**src/rtl/reg_write_arbiter_if.sv**
```systemverilog
// Write-request bus between the requesting units and reg_write_arbiter.
//   master : requester side, drives req/req_addr/req_data, sees gnt and bank signals
//   slave  : arbiter side, samples requests, drives gnt/load/wr_data/busy
// Signals:
//   req       per-requester write request, held until gnt
//   req_addr  packed addresses, requester i at [i*ADDR_W +: ADDR_W]
//   req_data  packed write data, requester i at [i*DATA_W +: DATA_W]
//   gnt       one-hot grant pulse, one cycle, marks the write as performed
//   load      one-hot load enable to the register bank
//   wr_data   data presented to the register bank
//   busy      at least one eligible request was seen at the last edge
interface reg_write_arbiter_if #(
  parameter int unsigned NUM_REQ  = 4,
  parameter int unsigned NUM_REGS = 8,
  parameter int unsigned ADDR_W   = 3,
  parameter int unsigned DATA_W   = 16
);
  logic [NUM_REQ-1:0]        req;
  logic [NUM_REQ*ADDR_W-1:0] req_addr;
  logic [NUM_REQ*DATA_W-1:0] req_data;
  logic [NUM_REQ-1:0]        gnt;
  logic [NUM_REGS-1:0]       load;
  logic [DATA_W-1:0]         wr_data;
  logic                      busy;

  modport master (
    output req, req_addr, req_data,
    input  gnt, load, wr_data, busy
  );

  modport slave (
    input  req, req_addr, req_data,
    output gnt, load, wr_data, busy
  );
endinterface

```
**src/rtl/reg_write_arbiter.sv**
```systemverilog
// Round-robin arbiter for the shared write port of a load-enable register bank.
// At most one pending write is granted per cycle; the winner's address is decoded
// into a one-hot load vector and its data is presented on wr_data. All outputs
// are registered.
// Ports:
//   clock  rising-edge clock
//   reset  asynchronous, active-high; clears outputs and the round-robin pointer
//   bus    reg_write_arbiter_if.slave (req/req_addr/req_data in, gnt/load/wr_data/busy out)
// Configuration macro:
//   REG0_LOCK_EN  when defined, address 0 is a constant-zero register: requests to it
//                 are still granted but load[0] never asserts.
module reg_write_arbiter #(
  parameter int unsigned NUM_REQ  = 4,
  parameter int unsigned NUM_REGS = 8,
  parameter int unsigned ADDR_W   = 3,
  parameter int unsigned DATA_W   = 16
) (
  input logic                clock,
  input logic                reset,
  reg_write_arbiter_if.slave bus
);

  localparam int unsigned PTR_W = (NUM_REQ > 1) ? $clog2(NUM_REQ) : 1;

  logic [NUM_REQ-1:0]  gnt_q, gnt_d;
  logic [NUM_REGS-1:0] load_q, load_d;
  logic [DATA_W-1:0]   wr_data_q, wr_data_d;
  logic                busy_q, busy_d;
  logic [PTR_W-1:0]    rr_ptr_q, rr_ptr_d;

  logic [NUM_REQ-1:0]  eligible;
  logic                found;
  logic [PTR_W-1:0]    winner;
  logic [ADDR_W-1:0]   win_addr;
  logic [DATA_W-1:0]   win_data;
  logic                writable;

  always_comb begin
    // A requester granted this cycle is masked so it cannot be granted again
    // while it is still dropping req.
    eligible = bus.req & ~gnt_q;

    found  = 1'b0;
    winner = '0;
    for (int unsigned k = 0; k < NUM_REQ; k++) begin
      logic [PTR_W-1:0] idx;
      idx = PTR_W'((32'(rr_ptr_q) + k) % NUM_REQ);
      if (!found && eligible[idx]) begin
        found  = 1'b1;
        winner = idx;
      end
    end

    win_addr = bus.req_addr[32'(winner) * ADDR_W +: ADDR_W];
    win_data = bus.req_data[32'(winner) * DATA_W +: DATA_W];

    // Out-of-range addresses still get a grant but never touch the bank.
    writable = (32'(win_addr) < NUM_REGS);
`ifdef REG0_LOCK_EN
    if (win_addr == '0) begin
      writable = 1'b0;
    end
`else
`endif

    gnt_d     = '0;
    load_d    = '0;
    wr_data_d = wr_data_q;
    rr_ptr_d  = rr_ptr_q;
    busy_d    = |eligible;

    if (found) begin
      gnt_d[winner] = 1'b1;
      wr_data_d     = win_data;
      rr_ptr_d      = PTR_W'((32'(winner) + 1) % NUM_REQ);
      for (int unsigned r = 0; r < NUM_REGS; r++) begin
        load_d[r] = writable && (32'(win_addr) == r);
      end
    end
  end

  always_ff @(posedge clock or posedge reset) begin
    if (reset) begin
      gnt_q     <= '0;
      load_q    <= '0;
      wr_data_q <= '0;
      busy_q    <= 1'b0;
      rr_ptr_q  <= '0;
    end else begin
      gnt_q     <= gnt_d;
      load_q    <= load_d;
      wr_data_q <= wr_data_d;
      busy_q    <= busy_d;
      rr_ptr_q  <= rr_ptr_d;
    end
  end

  assign bus.gnt     = gnt_q;
  assign bus.load    = load_q;
  assign bus.wr_data = wr_data_q;
  assign bus.busy    = busy_q;

endmodule

```
**src/flat_wrapper.sv**
```systemverilog
// flat-port wrapper written by rule: the top's interface ports become plain ports
module reg_write_arbiter_flat 
#(
  parameter int unsigned NUM_REQ  = 4,
  parameter int unsigned NUM_REGS = 8,
  parameter int unsigned ADDR_W   = 3,
  parameter int unsigned DATA_W   = 16
)
  (clock, reset, bus_req, bus_req_addr, bus_req_data, bus_gnt, bus_load, bus_wr_data, bus_busy);
  reg_write_arbiter_if #(.NUM_REQ(NUM_REQ), .NUM_REGS(NUM_REGS), .ADDR_W(ADDR_W), .DATA_W(DATA_W)) bus_i ();
  input logic clock;
  input logic reset;
  input wire logic [$bits(bus_i.req)-1:0] bus_req;
  input wire logic [$bits(bus_i.req_addr)-1:0] bus_req_addr;
  input wire logic [$bits(bus_i.req_data)-1:0] bus_req_data;
  output wire logic [$bits(bus_i.gnt)-1:0] bus_gnt;
  output wire logic [$bits(bus_i.load)-1:0] bus_load;
  output wire logic [$bits(bus_i.wr_data)-1:0] bus_wr_data;
  output wire logic [$bits(bus_i.busy)-1:0] bus_busy;
  assign bus_i.req = bus_req;
  assign bus_i.req_addr = bus_req_addr;
  assign bus_i.req_data = bus_req_data;
  assign bus_gnt = bus_i.gnt;
  assign bus_load = bus_i.load;
  assign bus_wr_data = bus_i.wr_data;
  assign bus_busy = bus_i.busy;
  reg_write_arbiter #(.NUM_REQ(NUM_REQ), .NUM_REGS(NUM_REGS), .ADDR_W(ADDR_W), .DATA_W(DATA_W)) u_core (.clock(clock), .reset(reset), .bus(bus_i));
endmodule
```
**config.mk**
```make
export PLATFORM = sky130hd
export DESIGN_NAME = reg_write_arbiter_flat
export DESIGN_NICKNAME = d
export VERILOG_FILES = /design/src/rtl/reg_write_arbiter_if.sv /design/src/rtl/reg_write_arbiter.sv /design/src/flat_wrapper.sv
export SDC_FILE = /design/constraint.sdc
export NUM_CORES = 1
export LEC_CHECK = 0
export ABC_AREA = 1
export CORE_AREA = 2 2 76 78
export CTS_BUF_LIST = sky130_fd_sc_hd__clkbuf_4 sky130_fd_sc_hd__clkbuf_8
export DETAILED_ROUTE_END_ITERATION = 7
export DIE_AREA = 0 0 78 80
export PLACE_DENSITY = 0.86
export SKIP_LAST_GASP = 1
export SLEW_MARGIN = 0
export SYNTH_ARGS = -nofsm -noshare
export SYNTH_HDL_FRONTEND = slang
export SYNTH_SLANG_ARGS = --single-unit
```
**constraint.sdc**
```tcl
create_clock -name clock -period 3.8 [get_ports clock]
set_input_delay 1.14 -clock clock [delete_from_list [all_inputs] [get_ports clock]]
set_output_delay 1.14 -clock clock [all_outputs]
set_load 0.03 [all_outputs]
```
==> qor.yml, run 1 <==
finish:
  fin_area_um2: 3630
  diodes: 0
  multiInputGateArea_um2: 1370
  syn_to_final_growth_pct: 50.6
  final_cells: 556
  num-fill-cells: 497
  register_area_um2: 776
  num-nets-final: 569
  drive_gt1_share_pct: 5.79
  final_util_pct: 67.2
worst_setup_path:
  regToRegEndpoint: "u_core.rr_ptr_q[1]"
  reg2reg_from: "u_core.rr_ptr_q[0]"
  arrival_ns: 3.31
  reg2reg_depth: 11
  worstPathMaxFanout: 45
  cp-start-kind: "input pin"
  critPathKind: "input pin to flip-flop"
  worstSetupEndpointType: "flip-flop"
  r2r_setup_slack_ns: 1.28
  critPathRequiredTime_ns: 4.01
flow_run:
  maxCapViolCount: 0
drt:
  postRouteAntennaNets: 0
  first_pass_iters: 4
  drt-total-wl_um: 6420
  vias: 2689
  drt_drc_violations_left: 0
  via_per_inst: 4.84
  wire_per_inst_um: 11.5
  drtIter0Drc: 138
timing:
  min_period_ns: 3.10
  tightest_slew_ns: 0.603
  clock_skew_ns: 0.00454
  relSlewSlack_pct: 59.7
  fmax_ghz: 0.323
  setup_viol: 0
  fin_ws_ns: 0.701
  slew_viol_final: 0
  rsz0062_at_grt: "no"
  fin_tns_setup_ns: 0
  period_share_pct: 81.6
  finalHoldViolations: 0
logic_synthesis:
  syn_avg_cell_area_um2: 6.31
  syn-num-nets: 468
  yosysUniqueCellTypes: 21
  ys_seq_elements: 31
  seq_area_frac_synth_pct: 32.2
  yosys.area.top_type: "dfrtp_1"
  synthCells: 382
  synth_top_area_share_pct: 32.2
  yosysWarnings: 0
  yosys-top-cells-area: "dfrtp_1, nand2_1, nand3_1"
  synthesis.area_um2: 2410
status:
  status: "finished, final reports clean"
cts:
  ctsResizeCount: 0
  clockRootBuffer: "clkbuf_8"
  clk_latency_ns: 0.28
  h-tree-depth: 2
  cts_tree: "built"
  cts_sinks: 31
  hold_buffers: 0
  path_clk_slew_ns: 0.07
  cts_made_buffers: 5
  cts_setup_buffers: 0
  cts_buffer_depth: 2
power_and_ir_drop:
  p_leak_nw: 1.89
  ir_drop_mv: 0.593
  power_density_nw_per_um2: 992
hold_path:
  worstHoldStart: "u_core.bus.wr_data[5]"
  min_to: "u_core.bus.wr_data[5]"
  hp-class: "flip-flop to flip-flop"
  hold_depth: 2
floorplanning:
  fp.coreArea_um2: 5410
  design.die.area_um2: 6240
  rows: 27
  boundaryPins: 111
  start_util_pct: 44.6
  dieWidth_um: 78
  die_y_um: 80
place:
  place_congestion: 0.932
  dp.cells: 548
  placed_area_um2: 3510
  dp_slack_ns: 0.403
  post-dp-hpwl_um: 4880
  io_buffers: 110
global_routing:
  gr-usage-all-layers_pct: 22.0
  grt-ovfl-total: 0
  grt_pass1_wl_um: 11100
  grt_start_max_net_pins: 46
  antenna_found_initial: 0
  grt_pass1_vias: 2584
-- worst max-delay path, stage by stage --
cell	delay, ns
clkdlybuf4s50_1	0.52
nand3_1	0.14
nand3_2	0.11
nand2_2	0.09
nand2_4	0.10
nand4_4	0.23
nand2_4	0.45
nand2_1	0.13
nand3_1	0.11
nand3_1	0.15
nor2_1	0.14
-- layout make-up --
type | instances | share of cell area [%]
clock buffers | 6 | 2.27
multi-input cells | 295 | 37.8
flip-flops and latches | 31 | 21.4
clock inverters | 2 | 0.965
inverters | 35 | 3.75
well taps | 72 | 2.48
repair buffers | 115 | 31.3
-- cell usage after synthesis --
library cell and instances:
buf_4 3, ha_1 4, nand3_1 55, buf_2 10, clkinv_4 1, a21oi_1 1
buf_6 3, inv_1 32, nand2_4 3, dfrtp_1 31, inv_2 2, nand2_2 4
nand4_4 1, buf_1 1, nand2_1 186, nor2_1 12, o21ai_0 1, nand3b_1 20
nand4_1 4, clkbuf_1 4, nand3_2 4
-- cells by family (layout without fill, tap and decap cells) --
family | Yosys count | in the layout | share of synthesized area [%]
compound gates | 2 | 2 | 0.415
fa+ha+maj | 4 | 4 | 2.08
buf+inv | 56 | 158 | 10.8
flops | 31 | 31 | 32.2
simple gates | 289 | 289 | 54.5
-- stage by stage --
step	power (W)	hold slack [ns]
4_1_cts	0.00363	0.481
2_1_floorplan	0.00269	0.661
6_report	0.00360	0.476
5_1_grt	0.00403	0.502
3_5_place_dp	0.00329	0.464
3_3_place_gp	0.00322	0.462
-- where the power goes --
| part | switching, W | internal, W |
|---|---|---|
| Combinational | 0.00174 | 0.000949 |
| Clock | 0.000124 | 0.000212 |
| Sequential | 0.0000913 | 0.000492 |
-- cells in the final DEF (no fill, tap or decap), types with 4 or more instances in the layout --
cell / Yosys / final
ha_1: 4 / 4
nand3_2: 4 / 4
nand2_1: 186 / 186
clkbuf_8: 0 / 6
nor2_1: 12 / 12
buf_4: 3 / 5
nand3_1: 55 / 55
dfrtp_1: 31 / 31
nand4_1: 4 / 4
nand2_2: 4 / 4
clkdlybuf4s50_1: 0 / 110
inv_1: 32 / 32
nand3b_1: 20 / 20
-- state kept, by name (all words and copies together), names as in the netlist --
register,cells
u_core.bus.busy,1
u_core.bus.gnt,4
u_core.bus.load,8
u_core.bus.wr_data,16
u_core.rr_ptr_q,2
-- routing by layer --
| metal | GRT usage, % | routed length (µm) | share of wire, % |
|---|---|---|---|
| met1 | 25.0 | 2640 | 41 |
| met2 | 40.7 | 3250 | 51 |
| met3 | 4.86 | 441 | 6.9 |
| met4 | 7.02 | 92 | 1.4 |
| met5 | 0 | 0 | 0 |
-- how the worst max path moves through the flow --
| stage | startpoint | to | slack [ns] | cells past startpoint |
|---|---|---|---|---|
| after floorplan | bus_req[3] | u_core.rr_ptr_q[1] | 1.30 | 11 |
| after global placement | bus_req[2] | u_core.bus.load[2] | 0.49 | 12 |
| after detailed placement | bus_req[0] | u_core.bus.load[4] | 0.40 | 11 |
| after CTS | bus_req[0] | u_core.bus.load[4] | 0.69 | 11 |
| after global routing | bus_req[3] | u_core.bus.load[4] | 0.41 | 15 |
| final | bus_req[0] | u_core.bus.load[4] | 0.70 | 11 |
(Power assumes the default switching activity.)
==> run 2: changes to the inputs <==
--- a/config.mk
+++ b/config.mk
@@ -6,11 +6,11 @@
 export NUM_CORES = 1
 export LEC_CHECK = 0
 export ABC_AREA = 1
-export CORE_AREA = 2 2 76 78
+export CORE_AREA = 2 2 82 84
 export CTS_BUF_LIST = sky130_fd_sc_hd__clkbuf_4 sky130_fd_sc_hd__clkbuf_8
 export DETAILED_ROUTE_END_ITERATION = 7
-export DIE_AREA = 0 0 78 80
-export PLACE_DENSITY = 0.86
+export DIE_AREA = 0 0 84 86
+export PLACE_DENSITY = 0.78
 export SKIP_LAST_GASP = 1
 export SLEW_MARGIN = 0
 export SYNTH_ARGS = -nofsm -noshare
==> constraint.sdc (replaced) <==
create_clock -name clock -period 2.7 [get_ports clock]
set_input_delay 0.81 -clock clock [delete_from_list [all_inputs] [get_ports clock]]
set_output_delay 0.81 -clock clock [all_outputs]
set_load 0.03 [all_outputs]
==> run 2 against run 1 <==
Effect of this change: clock power barely moved; register-to-register slack got worse by 0.73 ns; total power increased by 49%; routed wire length increased by 4.3%; cell count is 2.2% higher; sequential share of layout area down 0.54 points; sequential cell count stayed put; critical path depth is 3 higher; clock skew grew 0.0027 ns; global-route usage decreased by 2.9 points; first-iteration DRC count down 37%; highest routed layer unchanged.
==> qor.yml, run 2 (synthesis results as in run 1) <==
finish:
  syn_to_final_growth_pct: 54.6
  layout_common_cells: "nand2_1, clkdlybuf4s50_1, nand3_1, inv_1, dfrtp_1"
  num-fill-cells: 604
  diodes: 0
  num-nets-final: 578
  multiInputGateArea_um2: 1370
  register_area_um2: 776
  fin_area_um2: 3730
  largest_register_ffs: 16
  final_util_pct: 59.4
  drive_gt1_share_pct: 7.13
  final_common_cell: "nand2_1"
global_routing:
  grt_pass1_wl_um: 11400
  grt_start_max_net_pins: 32
  antenna_found_initial: 0
  grt-ovfl-total: 0
  grt_pass1_vias: 2648
  gr-usage-all-layers_pct: 19.1
flow_run:
  maxCapViolCount: 0
place:
  placed_area_um2: 3650
  post-dp-hpwl_um: 5250
  place_congestion: 0.853
  dp_slack_ns: -0.0456
  io_buffers: 110
cts:
  path_clk_slew_ns: 0.06
  cts_setup_buffers: 0
  cts_buffer_depth: 2
  cts_tree: "built"
  hold_buffers: 0
  clk_latency_ns: 0.27
  clockRootBuffer: "clkbuf_8"
  cts_sinks: 31
  ctsResizeCount: 0
  h-tree-depth: 2
  cts_made_buffers: 5
worst_setup_path:
  critPathMaxStageDelay_ns: 0.50
  critPathRequiredTime_ns: 2.84
  arrival_ns: 2.62
  cp-start-kind: "input pin"
  crit_chain: "clkdlybuf4s50_1 -> nand3_1 -> nand2_1 -> nand2_1 -> nand2_1 -> nand2_4 -> nand2_2 -> nand2_4 -> nand2_4 -> buf_4 -> inv_1 -> ha_1 -> inv_1 -> nor2_1"
  r2r_setup_slack_ns: 0.55
  worstPathMaxFanout: 8
  critPathKind: "input pin to flip-flop"
  slowest_stage: "clkdlybuf4s50_1"
  worstSetupEndpointType: "flip-flop"
timing:
  fmax_ghz: 0.404
  hold_ws_ns: 0.477
  period_share_pct: 91.8
  min_period_ns: 2.48
  finalHoldViolations: 0
  relSlewSlack_pct: 57.1
  clock_skew_ns: 0.00720
  rsz0062_at_grt: "no"
  fin_ws_ns: 0.223
  tightest_slew_ns: 0.643
  setup_viol: 0
  slew_viol_final: 0
drt:
  wire_per_inst_um: 11.8
  postRouteAntennaNets: 0
  via_per_inst: 4.76
  drt_drc_violations_left: 0
  first_pass_iters: 4
  drtIter0Drc: 87
  drt-total-wl_um: 6690
  vias: 2702
power_and_ir_drop:
  power_density_nw_per_um2: 1440
  p_leak_nw: 1.94
  ir_drop_mv: 0.568
floorplanning:
  start_util_pct: 38.4
  dieWidth_um: 84
  boundaryPins: 111
  die_y_um: 86
  design.die.area_um2: 7220
  rows: 29
  fp.coreArea_um2: 6280
hold_path:
  hp-class: "flip-flop to flip-flop"
status:
  status: "finished, final reports clean"
[run 2: changes by cell type in the layout (fill, tap and decap cells not counted)]
cell and change:
buf_4 +4, clkbuf_8 -1, bufinv_16 -1, clkbuf_4 +1
clkinv_2 -1, buf_12 +5
[run 2: metal layers]
layer	up-vias	part of all wire [%]	track usage [%]
met4	0	1.1	5.43
met2	84	53	37.0
met5	-	0	0
met3	8	6.1	3.85
met1	1206	40	21.0
li1	1404	-	-
[run 2: metrics by stage]
step,TNS (ns),power [W],cells
after floorplan,0,0.00379,382
final,0,0.00537,568
after global routing,0,0.00596,568
after CTS,0,0.00543,568
after detailed placement,-0.118,0.00507,562
after global placement,0,0.00497,562
[run 2: report_power, final]
part	leakage [nW]	internal [W]	switching [W]
clock	0.0406	0.000181	0.000152
combinational	1.51	0.00170	0.00251
sequential	0.385	0.000693	0.000131
total	1.94	0.00257	0.00280
[run 2: path summary, 6_finish.rpt]
check / from / endpoint / cells after the start
setup / recovery: bus_req[1] / u_core.bus.gnt[0] / 14
hold / removal: u_core.bus.wr_data[5] / u_core.bus.wr_data[5] / 2
setup reg to reg: u_core.rr_ptr_q[0] / u_core.bus.gnt[0] / 13
hold reg to reg: u_core.bus.wr_data[5] / u_core.bus.wr_data[5] / 2
max in group asynchronous: reset / u_core.bus.load[1] / 3
min in group asynchronous: reset / u_core.bus.gnt[1] / 3
[run 2: layout make-up]
type / instances / share of cell area (%)
Sequential cell: 31 / 20.8
Clock buffer: 6 / 2.05
Inverter: 35 / 3.66
Timing Repair Buffer: 124 / 34.0
Multi-Input combinational cell: 295 / 36.9
Tap cell: 77 / 2.58
[run 2: critical path, delay by kind of cell]
| kind | cells | cell delay [ns] |
|---|---|---|
| and+or+nand+nor | 9 | 0.82 |
| buffers and inverters | 4 | 0.79 |
| adders and majority gates | 1 | 0.19 |
==> run 3: changes to the inputs <==
--- a/config.mk
+++ b/config.mk
@@ -6,10 +6,10 @@
 export NUM_CORES = 1
 export LEC_CHECK = 0
 export ABC_AREA = 1
-export CORE_AREA = 2 2 82 84
+export CORE_AREA = 2 2 74 93
 export CTS_BUF_LIST = sky130_fd_sc_hd__clkbuf_4 sky130_fd_sc_hd__clkbuf_8
 export DETAILED_ROUTE_END_ITERATION = 7
-export DIE_AREA = 0 0 84 86
+export DIE_AREA = 0 0 76 95
 export PLACE_DENSITY = 0.78
 export SKIP_LAST_GASP = 1
 export SLEW_MARGIN = 0
==> constraint.sdc (replaced) <==
create_clock -name clock -period 2 [get_ports clock]
set_input_delay 0.6 -clock clock [delete_from_list [all_inputs] [get_ports clock]]
set_output_delay 0.6 -clock clock [all_outputs]
set_load 0.03 [all_outputs]
==> run 3 against run 2 <==
Effect of this change: via count up 3.4%; clock skew decreased by 0.00082 ns; hold slack worse by 0.0022 ns; non-clock buffer count rose by 18; routed wire length up 9.5%; cell count increased by 5.3%; clock power grew 47%; register-to-register slack worse by 0.46 ns; combinational power rose by 64%; global-route usage increased by 0.38 points; critical endpoint is now bus_wr_data[1].
==> qor.yml, run 3 (synthesis results as in run 1) <==
status:
  status: "finished, final reports clean"
cts:
  cts_buffer_depth: 2
  cts_made_buffers: 5
  cts_sinks: 31
  hold_buffers: 0
  clockRootBuffer: "clkbuf_8"
  cts_tree: "built"
  h-tree-depth: 2
  path_clk_slew_ns: 0.07
  clk_latency_ns: 0.28
worst_setup_path:
  r2r_setup_slack_ns: 0.09
  cp_num_buf_inv: 1
  crit_start: "u_core.bus.wr_data[1]"
  reg2reg_from: "u_core.rr_ptr_q[1]"
  critPathRequiredTime_ns: 1.40
  critPathKind: "flip-flop to primary output"
  worstSetupEndpointType: "primary output"
  critPathMaxStageDelay_ns: 0.70
  crit_chain: "clkdlybuf4s50_1"
  regToRegEndpoint: "u_core.rr_ptr_q[1]"
  worstPathMaxFanout: 2
  arrival_ns: 1.34
  reg2reg_depth: 11
  slowest_stage: "clkdlybuf4s50_1"
  cp_top_family: "buffers and inverters"
  cp-start-kind: "flip-flop"
power_and_ir_drop:
  power_frac_seq_pct: 13.0
  power_w: 0.00851
  ir_drop_mv: 0.945
  power_density_nw_per_um2: 2080
  p_int_w: 0.00427
  p_clk_share_pct: 5.8
  power.switching_w: 0.00424
  switching_share_pct: 49.8
  p_leak_nw: 2.10
  comb_power_share_pct: 81.3
finish:
  num-nets-final: 596
  diodes: 0
  largest_register_ffs: 16
  drive_gt1_share_pct: 15.5
  final_common_cell: "nand2_1"
  syn_to_final_growth_pct: 70.1
  final_cells: 598
  layout_common_cells: "nand2_1, clkdlybuf4s50_1, nand3_1, inv_1, dfrtp_1"
floorplanning:
  design.die.area_um2: 7220
  die_y_um: 95
  dieWidth_um: 76
  fp.coreArea_um2: 6400
  start_util_pct: 37.7
  rows: 33
  boundaryPins: 111
place:
  post-dp-hpwl_um: 5200
  dp.cells: 576
  place_congestion: 0.852
  dp_slack_ns: -0.491
  io_buffers: 110
timing:
  slew_viol_final: 0
  fin_ws_ns: 0.0608
  relSlewSlack_pct: 73.8
  setup_viol: 0
  period_share_pct: 97.0
  finalHoldViolations: 0
  min_period_ns: 1.94
  rsz0062_at_grt: "yes"
  fmax_ghz: 0.516
  tightest_slew_ns: 0.393
  clock_skew_ns: 0.00638
drt:
  drt_drc_violations_left: 0
  wire_per_inst_um: 12.3
  via_per_inst: 4.67
  vias: 2795
  first_pass_iters: 4
  drtIter0Drc: 70
  drt-total-wl_um: 7330
  postRouteAntennaNets: 0
global_routing:
  grt_start_max_net_pins: 32
  gr-usage-all-layers_pct: 19.5
  grt_pass1_wl_um: 11500
  antenna_found_initial: 0
  grt-ovfl-total: 0
  grt_pass1_vias: 2684
hold_path:
  worstHoldStart: "u_core.bus.wr_data[10]"
  hold_depth: 2
  min_to: "u_core.bus.wr_data[10]"
  hp-class: "flip-flop to flip-flop"
flow_run:
  maxCapViolCount: 0
## run 3: power by group through the flow
stage          Sequential, W  Combinational, W  Clock, W
6_report             0.00110           0.00692  0.000491
5_1_grt              0.00113           0.00767  0.000531
4_1_cts              0.00110           0.00621  0.000500
3_5_place_dp         0.00111           0.00584         0
3_3_place_gp         0.00110           0.00571         0
2_1_floorplan        0.00152           0.00360         0
## run 3: per-stage QoR
stage / hold slack [ns] / util [%] / area [µm²] / TNS, ns
finish: 0.474 / 64.1 / 4100 / 0
global route: 0.510 / 64.1 / 4100 / -0.913
CTS: 0.480 / 60.7 / 3880 / 0
detailed placement: 0.464 / 57.9 / 3710 / -12.98
global placement: 0.461 / 57.9 / 3710 / -11.44
floorplan: 0.661 / - / 2410 / 0
## run 3: how the worst max path moves through the flow
stage | end | slack [ns] | cells past startpoint
6_report | bus_wr_data[1] | 0.06 | 1
5_1_grt | u_core.bus.load[3] | -0.08 | 15
4_1_cts | u_core.bus.wr_data[8] | 0.03 | 15
3_5_place_dp | u_core.bus.gnt[2] | -0.49 | 14
3_3_place_gp | u_core.bus.gnt[2] | -0.45 | 14
2_1_floorplan | u_core.rr_ptr_q[1] | 0.03 | 12
## run 3: area by class of cell
| class | count | area (µm²) |
|---|---|---|
| fillers | 556 | 2300 |
| inverters | 35 | 136 |
| clock inverters | 1 | 5.00 |
| repair buffers | 142 | 1500 |
| multi-input cells | 295 | 1490 |
| clock buffers | 7 | 83.8 |
| flip-flops and latches | 31 | 778 |
| well taps | 87 | 109 |
## run 3: routing by layer
metal  vias to the layer above  track usage (%)  part of all wire (%)  routed length, µm
li1                       1446                -                     -                  -
met5                         -                0                     0                  0
met2                        96             38.2                    54               3950
met3                        11             4.11                   6.1                445
met1                      1242             20.7                    38               2790
met4                         0             6.36                   1.9                140
## run 3: repair_timing
| action | in CTS | in global routing |
|---|---|---|
| buffers inserted | 3 | 6 |
| resized for setup | 12 | 30 |
| setup endpoints to repair | 29 | 27 |
| gates cloned | 1 | 4 |
| pin swaps | 3 | 12 |
